## config.mk

```make
export PLATFORM = sky130hd
export DESIGN_NAME = game_input_ctrl
export DESIGN_NICKNAME = d
export VERILOG_FILES = /design/src/rtl/game_input_ctrl.sv
export SDC_FILE = /design/constraint.sdc
export NUM_CORES = 1
export LEC_CHECK = 0
export ABC_AREA = 1
export CORE_AREA = 2 2 95 97
export CTS_CLUSTER_DIAMETER = 60
export DETAILED_ROUTE_END_ITERATION = 10
export DIE_AREA = 0 0 97 99
export DONT_BUFFER_PORTS = 1
export GPL_TIMING_DRIVEN = 0
export PLACE_DENSITY = 0.46
export SYNTH_ARGS = -nofsm -noshare
export SYNTH_HDL_FRONTEND = slang
export SYNTH_SLANG_ARGS = --single-unit
export TNS_END_PERCENT = 1
```

## constraint.sdc

```tcl
create_clock -name buttonclk -period 3.6 [get_ports buttonclk]
set_input_delay 0.54 -clock buttonclk [delete_from_list [all_inputs] [get_ports buttonclk]]
set_output_delay 0.54 -clock buttonclk [all_outputs]
set_load 0.01 [all_outputs]
```

## src/rtl/game_input_ctrl.sv

```systemverilog
// Three-button game input front end: synchronize, debounce, and queue press events in a 4-deep FIFO.
// Define INPUT_AUTO_REPEAT_EN to enable auto-repeat on left/right while a button stays held.
module game_input_ctrl #(
  parameter int unsigned DEBOUNCE_CNT = 2,
  parameter int unsigned REPEAT_DELAY = 8,
  parameter int unsigned REPEAT_RATE  = 3
) (
  input  logic       buttonclk,
  input  logic       reset,
  input  logic       btn_left,
  input  logic       btn_right,
  input  logic       btn_throw,
  input  logic       cmd_ready,
  output logic       cmd_valid,
  output logic [2:0] cmd_data,
  output logic [2:0] held,
  output logic       overflow
);

  typedef enum logic [1:0] {StIdle, StPressDb, StHeld, StRelDb} state_e;

  localparam logic [3:0] DbLimit = 4'(DEBOUNCE_CNT);

  logic [2:0] raw, sync1_q, sync2_q;
  state_e     state_q [3];
  state_e     state_d [3];
  logic [2:0] cnt_q [3];
  logic [2:0] cnt_d [3];
  logic [2:0] press_ev, ev_raw, ev;

  assign raw = {btn_throw, btn_right, btn_left};

  always_comb begin
    for (int i = 0; i < 3; i++) begin
      state_d[i]  = state_q[i];
      cnt_d[i]    = cnt_q[i];
      press_ev[i] = 1'b0;
      held[i]     = (state_q[i] == StHeld) || (state_q[i] == StRelDb);
      unique case (state_q[i])
        StIdle: begin
          if (sync2_q[i]) begin
            // With a one-sample debounce the first high sample already completes the press.
            if (DbLimit <= 4'd1) begin
              state_d[i]  = StHeld;
              press_ev[i] = 1'b1;
              cnt_d[i]    = 3'd0;
            end else begin
              state_d[i] = StPressDb;
              cnt_d[i]   = 3'd1;
            end
          end
        end
        StPressDb: begin
          if (!sync2_q[i]) begin
            state_d[i] = StIdle;
            cnt_d[i]   = 3'd0;
          end else if (({1'b0, cnt_q[i]} + 4'd1) >= DbLimit) begin
            state_d[i]  = StHeld;
            press_ev[i] = 1'b1;
            cnt_d[i]    = 3'd0;
          end else begin
            cnt_d[i] = cnt_q[i] + 3'd1;
          end
        end
        StHeld: begin
          if (!sync2_q[i]) begin
            if (DbLimit <= 4'd1) begin
              state_d[i] = StIdle;
              cnt_d[i]   = 3'd0;
            end else begin
              state_d[i] = StRelDb;
              cnt_d[i]   = 3'd1;
            end
          end
        end
        StRelDb: begin
          if (sync2_q[i]) begin
            state_d[i] = StHeld;
            cnt_d[i]   = 3'd0;
          end else if (({1'b0, cnt_q[i]} + 4'd1) >= DbLimit) begin
            state_d[i] = StIdle;
            cnt_d[i]   = 3'd0;
          end else begin
            cnt_d[i] = cnt_q[i] + 3'd1;
          end
        end
        default: begin
          state_d[i] = StIdle;
          cnt_d[i]   = 3'd0;
        end
      endcase
    end
  end

  always_ff @(posedge buttonclk) begin
    if (reset) begin
      sync1_q <= 3'b000;
      sync2_q <= 3'b000;
      for (int i = 0; i < 3; i++) begin
        state_q[i] <= StIdle;
        cnt_q[i]   <= 3'd0;
      end
    end else begin
      sync1_q <= raw;
      sync2_q <= sync1_q;
      for (int i = 0; i < 3; i++) begin
        state_q[i] <= state_d[i];
        cnt_q[i]   <= cnt_d[i];
      end
    end
  end

`ifdef INPUT_AUTO_REPEAT_EN
  localparam logic [4:0] RptDelay = 5'(REPEAT_DELAY);
  localparam logic [4:0] RptRate  = 5'(REPEAT_RATE);

  // Timer reads k in the k-th cycle after the press; it only advances while staying in HELD.
  logic [4:0] rpt_cnt_q [2];
  logic [4:0] rpt_cnt_d [2];
  logic [1:0] rpt_first_q, rpt_first_d, rpt_ev;

  always_comb begin
    for (int i = 0; i < 2; i++) begin
      rpt_cnt_d[i]   = rpt_cnt_q[i];
      rpt_first_d[i] = rpt_first_q[i];
      rpt_ev[i]      = 1'b0;
      if (press_ev[i]) begin
        rpt_cnt_d[i]   = 5'd1;
        rpt_first_d[i] = 1'b1;
      end else if (state_q[i] == StHeld && sync2_q[i]) begin
        if (rpt_cnt_q[i] == (rpt_first_q[i] ? RptDelay : RptRate)) begin
          rpt_ev[i]      = 1'b1;
          rpt_cnt_d[i]   = 5'd1;
          rpt_first_d[i] = 1'b0;
        end else begin
          rpt_cnt_d[i] = rpt_cnt_q[i] + 5'd1;
        end
      end
    end
  end

  always_ff @(posedge buttonclk) begin
    if (reset) begin
      rpt_first_q <= 2'b00;
      for (int i = 0; i < 2; i++) rpt_cnt_q[i] <= 5'd0;
    end else begin
      rpt_first_q <= rpt_first_d;
      for (int i = 0; i < 2; i++) rpt_cnt_q[i] <= rpt_cnt_d[i];
    end
  end

  assign ev_raw = {press_ev[2], press_ev[1:0] | rpt_ev};
`else
  logic unused_rpt_cfg;
  assign unused_rpt_cfg = ^{5'(REPEAT_DELAY), 5'(REPEAT_RATE)};
  assign ev_raw = press_ev;
`endif

  // Simultaneous left and right cancel each other.
  always_comb begin
    ev = ev_raw;
    if (ev_raw[0] && ev_raw[1]) ev[1:0] = 2'b00;
  end

  logic [2:0] fifo_q [4];
  logic [1:0] wptr_q, wptr_d, rptr_q, rptr_d;
  logic [2:0] count_q, count_d;
  logic       overflow_q, overflow_d;
  logic       push, pop, full, wr_en;

  always_comb begin
    wptr_d     = wptr_q;
    rptr_d     = rptr_q;
    overflow_d = overflow_q;
    push       = |ev;
    pop        = cmd_valid & cmd_ready;
    full       = (count_q == 3'd4);
    wr_en      = push & (~full | pop);
    if (wr_en) wptr_d = wptr_q + 2'd1;
    if (pop) rptr_d = rptr_q + 2'd1;
    count_d = count_q + {2'b00, wr_en} - {2'b00, pop};
    if (push && full && !pop) overflow_d = 1'b1;
  end

  always_ff @(posedge buttonclk) begin
    if (reset) begin
      wptr_q     <= 2'd0;
      rptr_q     <= 2'd0;
      count_q    <= 3'd0;
      overflow_q <= 1'b0;
      for (int i = 0; i < 4; i++) fifo_q[i] <= 3'b000;
    end else begin
      wptr_q     <= wptr_d;
      rptr_q     <= rptr_d;
      count_q    <= count_d;
      overflow_q <= overflow_d;
      if (wr_en) fifo_q[wptr_q] <= ev;
    end
  end

  assign cmd_valid = (count_q != 3'd0);
  assign cmd_data  = cmd_valid ? fifo_q[rptr_q] : 3'b000;
  assign overflow  = overflow_q;

endmodule
```

==> run_results.csv <==
group,metric,value,unit
sta,fin_hold_ws,344,ps
critical_path,path_class,"reg -> reg",
pwr,power_density,535,nW/um^2
cells_and_area,n_antenna_cell,0,
sta,fin_skew,5.92,ps
clock_network,clock_path_buffers,2,
logic_synthesis,netlist_area,2110,sq um
critical_path,worstSetupPathDepth,17,
floorplanning,die_h,99,um
route,drc,0,
logic_synthesis,syn-num-nets,269,
clock_network,cts_tree,"yes",
critical_path,arrival,3040,ps
route,totalWireLength,3.54,mm
placement,hpwl,2.75,mm
clock_network,cts.clk_slew.worst_paths,80,ps
logic_synthesis,synthCells,252,
logic_synthesis,yosysUniqueCellTypes,28,
critical_path,worstReg2RegStart,"cnt_q[0][4]",
floorplanning,initial_core_util,24.6,%
route,viasPerCell,4.04,
sta,fin_crit_sh,79.3,%
critical_path,timing.rr.end,"count_q[2]",
route,routedWlPerCell,9.62,um
route,first_iter_violations,34,
critical_path,worstPathMaxFanout,10,
critical_path,worstSetupEndpointType,"register",
critical_path,ff2ff_path_depth,17,
clock_network,clock_latency,290,ps
global_routing,track_usage,8.22,%
sta,rsz0062_at_grt,"false",
placement,dp.cells,360,
critical_path,r2r_slack,750,ps
sta,timing.setup.tns,0,ps
placement,portBuffers,0,
critical_path,crit_chain,"inv_1, ha_1, nand2_1, a21oi_1, nand2_1, nand4_1, inv_1, ha_1, nand2_8, nand2_4, ha_1, inv_1, ha_1, inv_1, fa_1, o21ai_0, a21oi_1",
global_routing,gr-total-overflow,0,
cells_and_area,drive_gt1_share,11.5,%
sta,slew_violations,0,
clock_network,htreeDepth,2,
logic_synthesis,yosys_warnings,0,
floorplanning,dieArea,9600,sq um
clock_network,cts_buffers,5,
sta,setup_viol,0,
run,maxCapViolations,0,
floorplanning,ios,14,
logic_synthesis,seq_area_frac_synth,46.6,%
clock_network,cts_root_buffer,"clkbuf_8",
route,vias,1485,
sta,hold_viol_final,0,
placement,gp_congestion,0.777,
critical_path,worst-path-buf-inv,4,
pwr,fin_total_pwr,1.26,mW
logic_synthesis,syn_avg_cell_area,8.36,sq um
sta,max_freq,350,MHz
global_routing,grt_pass1_vias,1427,
floorplanning,chipWidth,97,um
critical_path,max_stage_delay,380,ps
cells_and_area,fin_nets,276,
worst_hold_path,hp-start,"btn_throw",
critical_path,required,3790,ps
outcome,status,"finished, final reports clean",
critical_path,start_kind,"register",
global_routing,grt_max_degree,14,
clock_network,post_cts_resized,0,
clock_network,clock_sinks,43,
worst_hold_path,hold_end,"sync1_q[2]",
logic_synthesis,yosysTopAreaCell,"dfxtp_1",
floorplanning,core_area,8550,sq um
global_routing,grt_pass1_wl,6.27,mm
route,first_pass_iters,4,
pwr,ir_drop,129,uV
logic_synthesis,ys_top_cells_by_area,"dfxtp_1, edfxtp_1, nor2_1",
critical_path,crit_path_top_delay_cell,"fa_1",
sta,tightest_slew,338,ps
sta,max-slew-margin-rel,77.4,%
sta,min_period,2850,ps
cells_and_area,syn_to_final_growth,11.5,%
pwr,p_leak,1.03,nW
floorplanning,fp-row-count,34,
route,ant_nets,0,
worst_hold_path,hold_depth,2,
cells_and_area,final_cells,368,
logic_synthesis,synth_top_area_share,29.5,%
clock_network,cts_hold_buf,0,
worst_hold_path,hp-class,"in -> reg",
logic_synthesis,ys_ff_latch,43,
clock_network,post_cts_buffers,0,
critical_path,cp_top_family,"adder cells",
global_routing,antenna_found_initial,0,
[synthesized netlist by cell type, drive strengths merged]
library cell  count
nor3              9
xor2              2
clkbuf            3
a21oi            14
edfxtp           12
o21ai            14
nand2            41
nand4            10
nand3             7
nor2             47
ha               10
fa                1
dfxtp            31
bufinv            1
buf               3
inv              47
[per-stage QoR]
step           utilization, %  instance area [sq um]  setup WS [ps]
2_1_floorplan               -                   2110            921
3_5_place_dp             26.2                   2240            705
5_1_grt                  27.5                   2350            492
3_3_place_gp             26.2                   2240            752
6_report                 27.5                   2350            747
4_1_cts                  27.5                   2350            701
[worst max path at each step]
stage / startpoint / endpoint / slack (ps)
after floorplan: cnt_q[0][4] / count_q[2] / 920
after global placement: cnt_q[0][4] / count_q[2] / 750
after detailed placement: cnt_q[0][4] / count_q[2] / 700
after CTS: cnt_q[0][4] / count_q[2] / 700
after global routing: cnt_q[0][4] / count_q[2] / 490
final: cnt_q[0][4] / count_q[2] / 750
[area by class of cell]
type / instances / area, sq um
Clock inverter: 3 / 38.8
Sequential cell: 43 / 981
Clock buffer: 5 / 68.8
Multi-Input combinational cell: 155 / 893
Buffer: 6 / 26.3
Fill cell: 910 / 6200
Inverter: 48 / 206
Tap cell: 108 / 135
[where the power goes]
group | leakage [nW] | total, mW | switching (mW) | internal [mW]
registers | 0.377 | 0.604 | 0.0579 | 0.546
clock network | 0.0556 | 0.360 | 0.157 | 0.203
logic | 0.592 | 0.293 | 0.188 | 0.105
total | 1.03 | 1.26 | 0.403 | 0.854
[routing by layer]
layer / routed length (um) / track usage (%) / share of wire, % / up-vias
li1: - / - / - / 808
met1: 1630 / 8.98 / 46 / 641
met2: 1590 / 13.6 / 45 / 30
met3: 246 / 3.62 / 6.9 / 6
met4: 71 / 4.23 / 2.0 / 0
met5: 0 / 0 / 0 / -
[cell families (layout without fill, tap and decap cells)]
logic type,Yosys count,count (layout),synth area share [%]
flip-flops,43,43,46.6
AO/OA/AOI/OAI,28,28,6.83
adder cells (fa/ha/maj),11,11,6.89
buffers and inverters,54,62,11.0
AND/OR/NAND/NOR,114,114,27.9
XOR/XNOR,2,2,0.832
[worst register-to-register path, cell delays in order, from the launching register on]
cell and delay (ps):
dfxtp_1 360, inv_1 70, ha_1 270, nand2_1 50
a21oi_1 150, nand2_1 70, nand4_1 90, inv_1 60
ha_1 340, nand2_8 140, nand2_4 70, ha_1 270
inv_1 60, ha_1 130, inv_1 50, fa_1 380
o21ai_0 160, a21oi_1 50
[layout by cell type, fill, tap and decap left out, drive strengths merged]
master  instances
a21oi          14
buf             3
bufinv          2
clkbuf          8
clkinv          2
dfxtp          31
edfxtp         12
fa              1
ha             10
inv            47
nand2          41
nand3           7
nand4          10
nor2           47
nor3            9
o21ai          14
xor2            2
Power figures use the tool's default switching activity.
